$ cat config.mk
export PLATFORM = sky130hd
export DESIGN_NAME = uart_cmd_tx_flat
export DESIGN_NICKNAME = d
export VERILOG_FILES = /design/src/rtl/uart_cmd_tx_pkg.sv /design/src/rtl/uart_cmd_tx_if.sv /design/src/rtl/uart_tx_fifo.sv /design/src/rtl/uart_cmd_tx.sv /design/src/flat_wrapper.sv
export SDC_FILE = /design/constraint.sdc
export NUM_CORES = 1
export LEC_CHECK = 0
export BUFFER_PORTS_ARGS = -buffer_cell sky130_fd_sc_hd__buf_2
export CAP_MARGIN = 10
export CORE_MARGIN = 2
export CORE_UTILIZATION = 60
export CTS_BUF_LIST = sky130_fd_sc_hd__clkbuf_8
export CTS_CLUSTER_DIAMETER = 50
export DETAILED_ROUTE_END_ITERATION = 16
export GPL_TIMING_DRIVEN = 0
export HOLD_SLACK_MARGIN = 0.15
export PLACE_DENSITY_LB_ADDON = 0.2
export SLEW_MARGIN = 15
export SYNTH_ARGS = -nofsm -noshare
export SYNTH_HDL_FRONTEND = slang
export SYNTH_SLANG_ARGS = --single-unit
export TNS_END_PERCENT = 50
$ cat constraint.sdc
create_clock -name clk_clk -period 4.1 [get_ports clk_clk]
set_clock_uncertainty 0.2 [all_clocks]
set_input_delay 0.41 -clock clk_clk [delete_from_list [all_inputs] [get_ports clk_clk]]
set_output_delay 0.41 -clock clk_clk [all_outputs]
set_load 0.01 [all_outputs]
$ cat src/rtl/uart_cmd_tx_pkg.sv
`default_nettype none
// ============================================================================
// Module      : monitorx_uart_pkg
// Description : Shared constants and types for the uart_cmd_tx byte path:
//               command/status bit positions and the TX state encoding.
// Revision    : 1.0 - initial release
// ============================================================================
package monitorx_uart_pkg;

  // Command word (from the o_reg32 PIO) bit positions
  localparam int CMD_DATA_LSB    = 0;
  localparam int CMD_DATA_MSB    = 7;
  localparam int CMD_WR_TOG      = 8;
  localparam int CMD_OVF_CLR_TOG = 9;

  // Status word (to the i_reg16 PIO) bit positions
  localparam int ST_COUNT_MSB = 4;
  localparam int ST_FULL      = 8;
  localparam int ST_EMPTY     = 9;
  localparam int ST_BUSY      = 10;
  localparam int ST_OVF       = 11;

  // Serialiser states
  typedef enum logic [1:0] {
    IDLE  = 2'd0,
    START = 2'd1,
    DATA  = 2'd2,
    STOP  = 2'd3
  } tx_state_t;

endpackage
`default_nettype wire

$ cat src/rtl/uart_cmd_tx_if.sv
`default_nettype none
// ============================================================================
// Module      : uart_cmd_tx_if
// Description : Firmware-facing command/status bundle plus the serial pins.
//               master = PIO/firmware side, slave = uart_cmd_tx.
// Revision    : 1.0 - initial release
// ============================================================================
interface uart_cmd_tx_if;
  logic [31:0] cmd_word;
  logic [15:0] status_word;
  logic        uart_txd;
  logic        tx_done;

  modport master (
    output cmd_word,
    input  status_word,
    input  uart_txd,
    input  tx_done
  );

  modport slave (
    input  cmd_word,
    output status_word,
    output uart_txd,
    output tx_done
  );
endinterface
`default_nettype wire

$ cat src/rtl/uart_tx_fifo.sv
`default_nettype none
// ============================================================================
// Module      : uart_tx_fifo
// Description : Synchronous first-word-fall-through byte FIFO. A push while
//               full is dropped even if a pop happens in the same cycle.
// Revision    : 1.0 - initial release
// ============================================================================
module uart_tx_fifo #(
  parameter  int DEPTH = 16,
  localparam int PTR_W = $clog2(DEPTH),
  localparam int CNT_W = PTR_W + 1
) (
  input  wire logic             clk_i,
  input  wire logic             rst_ni,
  input  wire logic             push_i,
  input  wire logic [7:0]       data_i,
  input  wire logic             pop_i,
  output logic      [7:0]       data_o,
  output logic      [CNT_W-1:0] count_o,
  output logic                  full_o,
  output logic                  empty_o
);

  logic [7:0]       mem_q [DEPTH];
  logic [PTR_W-1:0] wr_ptr_q;
  logic [PTR_W-1:0] rd_ptr_q;
  logic [CNT_W-1:0] count_q;
  logic [CNT_W-1:0] count_d;
  logic             w_wr;
  logic             w_rd;

  assign full_o  = (count_q == CNT_W'(DEPTH));
  assign empty_o = (count_q == '0);
  assign w_wr    = push_i & ~full_o;
  assign w_rd    = pop_i & ~empty_o;
  assign data_o  = mem_q[rd_ptr_q];
  assign count_o = count_q;

  // Storage array: written on accepted pushes only, no reset needed
  always_ff @(posedge clk_i) begin
    if (w_wr) begin
      mem_q[wr_ptr_q] <= data_i;
    end
  end

  // Occupancy: simultaneous accepted push and pop leave the count unchanged
  always_comb begin
    count_d = count_q;
    case ({w_wr, w_rd})
      2'b10:   count_d = count_q + 1'b1;
      2'b01:   count_d = count_q - 1'b1;
      default: count_d = count_q;
    endcase
  end

  // Pointers and count; pointers wrap naturally at the power-of-two depth
  always_ff @(posedge clk_i or negedge rst_ni) begin
    if (!rst_ni) begin
      wr_ptr_q <= '0;
      rd_ptr_q <= '0;
      count_q  <= '0;
    end else begin
      if (w_wr) wr_ptr_q <= wr_ptr_q + 1'b1;
      if (w_rd) rd_ptr_q <= rd_ptr_q + 1'b1;
      count_q <= count_d;
    end
  end

endmodule
`default_nettype wire

$ cat src/rtl/uart_cmd_tx.sv
`default_nettype none
// ============================================================================
// Module      : uart_cmd_tx
// Description : Host-bound byte path. Firmware toggles command bits to push
//               bytes into a FIFO; bytes are serialised 8N1 on uart_txd
//               back-to-back, with status reported through status_word.
// Revision    : 1.0 - initial release
// ============================================================================
module uart_cmd_tx
  import monitorx_uart_pkg::*;
#(
  parameter int CLKS_PER_BIT = 434,
  parameter int FIFO_DEPTH   = 16
) (
  input wire logic     clk_clk,
  input wire logic     reset_reset_n,
  uart_cmd_tx_if.slave bus
);

  localparam int                CNT_W     = $clog2(FIFO_DEPTH) + 1;
  localparam int                BAUD_W    = $clog2(CLKS_PER_BIT);
  localparam logic [BAUD_W-1:0] BAUD_LAST = BAUD_W'(CLKS_PER_BIT - 1);

  logic [31:0]      cmd_q;
  logic             tog8_q;
  logic             tog9_q;
  logic             w_push;
  logic             w_clr;
  logic             w_unused_cmd;

  logic [7:0]       w_head;
  logic [CNT_W-1:0] w_count;
  logic             w_full;
  logic             w_empty;
  logic             w_pop;

  tx_state_t        state_q;
  tx_state_t        state_d;
  logic [BAUD_W-1:0] baud_q;
  logic [BAUD_W-1:0] baud_d;
  logic [2:0]       bit_q;
  logic [2:0]       bit_d;
  logic [7:0]       shift_q;
  logic [7:0]       shift_d;
  logic             w_tick;
  logic             txd_q;
  logic             txd_d;
  logic             done_q;
  logic             done_d;
  logic             ovf_q;
  logic             ovf_d;
  logic [15:0]      w_status;

  // Write and clear requests are edges on the toggle bits of the captured word
  assign w_push       = cmd_q[CMD_WR_TOG] ^ tog8_q;
  assign w_clr        = cmd_q[CMD_OVF_CLR_TOG] ^ tog9_q;
  assign w_unused_cmd = ^cmd_q[31:CMD_OVF_CLR_TOG+1];
  assign w_tick       = (baud_q == BAUD_LAST);

  // Capture the PIO word and keep one cycle of toggle history
  always_ff @(posedge clk_clk or negedge reset_reset_n) begin
    if (!reset_reset_n) begin
      cmd_q  <= '0;
      tog8_q <= 1'b0;
      tog9_q <= 1'b0;
    end else begin
      cmd_q  <= bus.cmd_word;
      tog8_q <= cmd_q[CMD_WR_TOG];
      tog9_q <= cmd_q[CMD_OVF_CLR_TOG];
    end
  end

  uart_tx_fifo #(
    .DEPTH (FIFO_DEPTH)
  ) u_fifo (
    .clk_i   (clk_clk),
    .rst_ni  (reset_reset_n),
    .push_i  (w_push),
    .data_i  (cmd_q[CMD_DATA_MSB:CMD_DATA_LSB]),
    .pop_i   (w_pop),
    .data_o  (w_head),
    .count_o (w_count),
    .full_o  (w_full),
    .empty_o (w_empty)
  );

  // Sticky overflow: a dropped push wins over a simultaneous clear
  always_comb begin
    ovf_d = ovf_q;
    if (w_push && w_full) begin
      ovf_d = 1'b1;
    end else if (w_clr) begin
      ovf_d = 1'b0;
    end
  end

  // FSM state register
  always_ff @(posedge clk_clk or negedge reset_reset_n) begin
    if (!reset_reset_n) begin
      state_q <= IDLE;
    end else begin
      state_q <= state_d;
    end
  end

  // FSM next state; a pop at stop-bit end chains straight into the next start
  always_comb begin
    state_d = state_q;
    w_pop   = 1'b0;
    case (state_q)
      IDLE: begin
        if (!w_empty) begin
          w_pop   = 1'b1;
          state_d = START;
        end
      end
      START: begin
        if (w_tick) state_d = DATA;
      end
      DATA: begin
        if (w_tick && (bit_q == 3'd7)) state_d = STOP;
      end
      STOP: begin
        if (w_tick) begin
          if (!w_empty) begin
            w_pop   = 1'b1;
            state_d = START;
          end else begin
            state_d = IDLE;
          end
        end
      end
      default: state_d = IDLE;
    endcase
  end

  // Baud counter, bit index and shift register next values
  always_comb begin
    baud_d  = baud_q + 1'b1;
    bit_d   = bit_q;
    shift_d = shift_q;
    if ((state_q == IDLE) || w_tick) begin
      baud_d = '0;
    end
    if ((state_q == DATA) && w_tick) begin
      shift_d = {1'b0, shift_q[7:1]};
      bit_d   = bit_q + 1'b1;
    end else if (state_q != DATA) begin
      bit_d = '0;
    end
    if (w_pop) begin
      shift_d = w_head;
    end
  end

  // FSM outputs, decoded from next state so the registered pin has no lag
  always_comb begin
    txd_d  = 1'b1;
    done_d = (state_q == STOP) && w_tick;
    case (state_d)
      START:   txd_d = 1'b0;
      DATA:    txd_d = shift_d[0];
      default: txd_d = 1'b1;
    endcase
  end

  // Datapath and output registers; reset forces the line idle immediately
  always_ff @(posedge clk_clk or negedge reset_reset_n) begin
    if (!reset_reset_n) begin
      baud_q  <= '0;
      bit_q   <= '0;
      shift_q <= '0;
      txd_q   <= 1'b1;
      done_q  <= 1'b0;
      ovf_q   <= 1'b0;
    end else begin
      baud_q  <= baud_d;
      bit_q   <= bit_d;
      shift_q <= shift_d;
      txd_q   <= txd_d;
      done_q  <= done_d;
      ovf_q   <= ovf_d;
    end
  end

  // Status word assembly; unused bits read as zero
  always_comb begin
    w_status                 = '0;
    w_status[ST_COUNT_MSB:0] = (ST_COUNT_MSB + 1)'(w_count);
    w_status[ST_FULL]        = w_full;
    w_status[ST_EMPTY]       = w_empty;
    w_status[ST_BUSY]        = (state_q != IDLE);
    w_status[ST_OVF]         = ovf_q;
  end

  assign bus.status_word = w_status;
  assign bus.uart_txd    = txd_q;
  assign bus.tx_done     = done_q;

endmodule
`default_nettype wire

$ cat src/flat_wrapper.sv
// flat-port wrapper written by rule: the top's interface ports become plain ports
module uart_cmd_tx_flat import monitorx_uart_pkg::*;
#(
  parameter int CLKS_PER_BIT = 434,
  parameter int FIFO_DEPTH   = 16
)
  (clk_clk, reset_reset_n, bus_cmd_word, bus_status_word, bus_uart_txd, bus_tx_done);
  uart_cmd_tx_if bus_i ();
  input wire logic clk_clk;
  input wire logic reset_reset_n;
  input wire logic [$bits(bus_i.cmd_word)-1:0] bus_cmd_word;
  output wire logic [$bits(bus_i.status_word)-1:0] bus_status_word;
  output wire logic [$bits(bus_i.uart_txd)-1:0] bus_uart_txd;
  output wire logic [$bits(bus_i.tx_done)-1:0] bus_tx_done;
  assign bus_i.cmd_word = bus_cmd_word;
  assign bus_status_word = bus_i.status_word;
  assign bus_uart_txd = bus_i.uart_txd;
  assign bus_tx_done = bus_i.tx_done;
  uart_cmd_tx #(.CLKS_PER_BIT(CLKS_PER_BIT), .FIFO_DEPTH(FIFO_DEPTH)) u_core (.clk_clk(clk_clk), .reset_reset_n(reset_reset_n), .bus(bus_i));
endmodule
==> impl_metrics.env <==
export IMPL_seq_area_um2=5100
export IMPL_stdcell_count=632
export IMPL_nFillCells=775
export IMPL_num_rows=40
export IMPL_gp_congestion=0.762
export IMPL_pwr_share_seq_pct=46.8
export IMPL_yosysUniqueCellTypes=48
export IMPL_multi_input_area_um2=2130
export IMPL_period_share_pct=87.8
export IMPL_powerDensity_nw_per_um2=613
export IMPL_cts_num_sinks=178
export IMPL_viasPerCell=5.76
export IMPL_ant_nets=0
export IMPL_syn2layout_area_growth_pct=11.2
export IMPL_dieHeight_um=115
export IMPL_yosysTopAreaCellShare_pct=51.9
export IMPL_clock_fmax_mhz=278
export IMPL_cp_max_fo=11
export IMPL_initial_core_util_pct=61.7
export IMPL_fin_worst_hold_slack_ns=0.204
export IMPL_synth_area_um2=7410
export IMPL_min_delay_start="u_core.cmd_q[8]"
export IMPL_regToRegEndpoint="u_core.u_fifo.count_o[4]"
export IMPL_core_area_um2=12000
export IMPL_antenna_found_initial=0
export IMPL_dp_cells=589
export IMPL_syn_instance_count=414
export IMPL_async_flop_share_pct=28.1
export IMPL_ys_seq_area_share_pct=68.8
export IMPL_worstHoldPathCells=0
export IMPL_worstSetupStartpointType="flop"
export IMPL_dp_hpwl_um=8490
export IMPL_setup_viol=0
export IMPL_grt_pass1_vias=3704
export IMPL_dieWidth_um=115
export IMPL_final_nets=524
export IMPL_htreeDepth=4
export IMPL_synthTopCellsByArea="edfxtp_1, dfrtp_1, mux4_1"
export IMPL_setup_tns_ns=0
export IMPL_yosysTopAreaCell="edfxtp_1"
export IMPL_cts_root_buf="clkbuf_8"
export IMPL_timing_rr_start="u_core.baud_q[1]"
export IMPL_status="finished, final reports clean"
export IMPL_post_cts_resized=0
export IMPL_synth_edf_count=128
export IMPL_hold_viol_final=0
export IMPL_cts_buffers=17
export IMPL_grt_max_degree=51
export IMPL_wl_per_cell_um=20.3
export IMPL_hold_end="u_core.tog8_q"
export IMPL_portBuffers=22
export IMPL_yosysWarnings=0
export IMPL_cp_arrival_ns=3.75
export IMPL_finalCriticalPeriod_ns=3.60
export IMPL_p_leak_uw=0.00315
export IMPL_cp_end_kind="flop"
export IMPL_grt_pass1_wl_um=20400
export IMPL_drive_above_1_share_pct=19.8
export IMPL_p_switching_uw=1510
export IMPL_path_clk_slew_ns=0.08
export IMPL_ys_top_cells_by_count="edfxtp_1, dfrtp_1, nand2_1"
export IMPL_ys_seq_elements=178
export IMPL_swShare_pct=30.0
export IMPL_ios=52
export IMPL_diodes=0
export IMPL_clkPwrFrac_pct=23.6
export IMPL_cap_violations=0
export IMPL_tightest_slew_ns=0.656
export IMPL_required_ns=4.25
export IMPL_syn_area_per_cell_um2=17.9
export IMPL_yosysMostFrequentCell="edfxtp_1"
export IMPL_drc_errors=0
export IMPL_peakVddDrop_uv=317
export IMPL_hp_class="flop to flop"
export IMPL_p_int_uw=3540
export IMPL_yosys_most_used_dff="edfxtp_1"
export IMPL_grtUsageTotal_pct=21.7
export IMPL_die_area_um2=13300
export IMPL_first_iter_violations=395
export IMPL_post_cts_buffers=0
export IMPL_overflow=0
export IMPL_worstSetupPathType="flop to flop"
export IMPL_slew_viol_final=0
export IMPL_insertion_delay_ns=0.46
export IMPL_vias=3642
export IMPL_max_slew_margin_rel_pct=56.2
export IMPL_drt_pass1_iter_count=4
export IMPL_drt_wl_total_um=12800
export IMPL_reg2reg_slack_ns=0.50
export IMPL_timing_final_ws_setup_ns=0.499
export IMPL_dpl_worst_slack_ns=0.539
export IMPL_cts_hold_buf=11
export IMPL_clock_path_buffers=2
export IMPL_rr_worst_depth=15
export IMPL_combPwrFrac_pct=29.5
export IMPL_cts_tree="yes"
export IMPL_rsz0062_at_grt="false"
-- layout by cell type, fill, tap and decap left out, types with 3 or more instances in the layout --
| master | count |
|---|---|
| o21ai_1 | 7 |
| edfxtp_1 | 128 |
| mux2_2 | 3 |
| buf_6 | 3 |
| xnor2_1 | 10 |
| nand2_1 | 26 |
| dfrtp_1 | 49 |
| mux2i_1 | 8 |
| conb_1 | 7 |
| buf_2 | 26 |
| mux4_1 | 22 |
| o21ai_0 | 4 |
| inv_1 | 12 |
| and3_1 | 3 |
| clkbuf_8 | 17 |
| ha_1 | 18 |
| xor2_1 | 13 |
| and2_1 | 18 |
| mux4_2 | 17 |
| bufinv_16 | 3 |
| a21oi_1 | 5 |
| nand4_1 | 5 |
| dlygate4sd3_1 | 11 |
| buf_4 | 12 |
| clkinvlp_4 | 4 |
| nor2_1 | 17 |
-- flip-flops by register name, indices dropped and copies added, names as in the netlist, 2 cells and up --
register / flops
u_core.bit_q: 3
u_core.u_fifo.rd_ptr_q: 4
u_core.u_fifo.wr_ptr_q: 4
u_core.u_fifo.count_o: 5
u_core.baud_q: 9
u_core.cmd_q: 10
u_core.u_fifo.mem_q: 128
u_core.state_q: 2
u_core.shift_q: 8
-- worst max-delay path by stage --
stage	slack [ns]	end	cells after the start	from
after floorplan	0.98	u_core.u_fifo.count_o[4]	15	u_core.baud_q[1]
after global placement	0.58	u_core.u_fifo.count_o[4]	15	u_core.baud_q[1]
after detailed placement	0.54	u_core.u_fifo.count_o[4]	15	u_core.baud_q[1]
after CTS	0.50	u_core.u_fifo.count_o[4]	15	u_core.baud_q[1]
after global routing	0.18	u_core.u_fifo.count_o[4]	14	u_core.u_fifo.count_o[1]
final	0.50	u_core.u_fifo.count_o[4]	15	u_core.baud_q[1]
-- per-stage QoR --
step                      total power [uW]  utilization [%]  instance area [um2]
after floorplan                       3480                -                 7430
after global placement                3860             64.3                 7730
after detailed placement              3900             64.3                 7730
after CTS                             5090             68.6                 8240
after global routing                  5320             68.6                 8240
final                                 5050             68.6                 8240
-- metal layers --
metal  global-route usage [%]  wire (um)
met1                     29.6       5760
met2                     35.0       6260
met3                     4.48        498
met4                     8.92        291
met5                        0          0
-- cell families (layout without fill, tap and decap cells) --
| kind of cell | count (synthesis) | in the layout | share of synthesized area (%) |
|---|---|---|---|
| flip-flops | 178 | 178 | 68.8 |
| AND/OR/NAND/NOR | 79 | 79 | 5.40 |
| multiplexers | 50 | 50 | 14.5 |
| buffers and inverters | 34 | 99 | 2.82 |
| AO/OA/AOI/OAI | 31 | 31 | 2.70 |
| XOR/XNOR | 23 | 23 | 2.72 |
| adder cells (fa/ha/maj) | 18 | 18 | 3.04 |
| other | 1 | 7 | 0.0506 |
-- area by class of cell --
type / count / share of cell area [%]
Sequential cell: 178 / 61.8
Multi-Input combinational cell: 208 / 25.8
Clock buffer: 17 / 2.84
Timing Repair Buffer: 33 / 2.70
Tap cell: 147 / 2.23
Buffer: 24 / 2.08
Clock inverter: 15 / 2.03
Inverter: 10 / 0.455
-- critical path: stages, from the launching register on --
cell and delay, ns:
dfrtp_1 0.44, inv_1 0.08, ha_1 0.13, and4bb_2 0.29, a31oi_1 0.12, nor3_2 0.29
buf_2 0.32, ha_1 0.37, xor2_1 0.12, ha_1 0.21, o21a_1 0.17, o22a_1 0.20
a21oi_1 0.17, xor2_1 0.17, nor2_1 0.06, xor2_1 0.14
-- power by group through the flow --
stage | Sequential [uW] | Combinational (uW) | Clock, uW
finish | 2370 | 1490 | 1190
global route | 2400 | 1630 | 1290
CTS | 2370 | 1510 | 1220
detailed placement | 2400 | 1490 | 0
global placement | 2390 | 1470 | 0
floorplan | 2370 | 1110 | 0
Note: power is estimated with default switching activity, not from simulation.
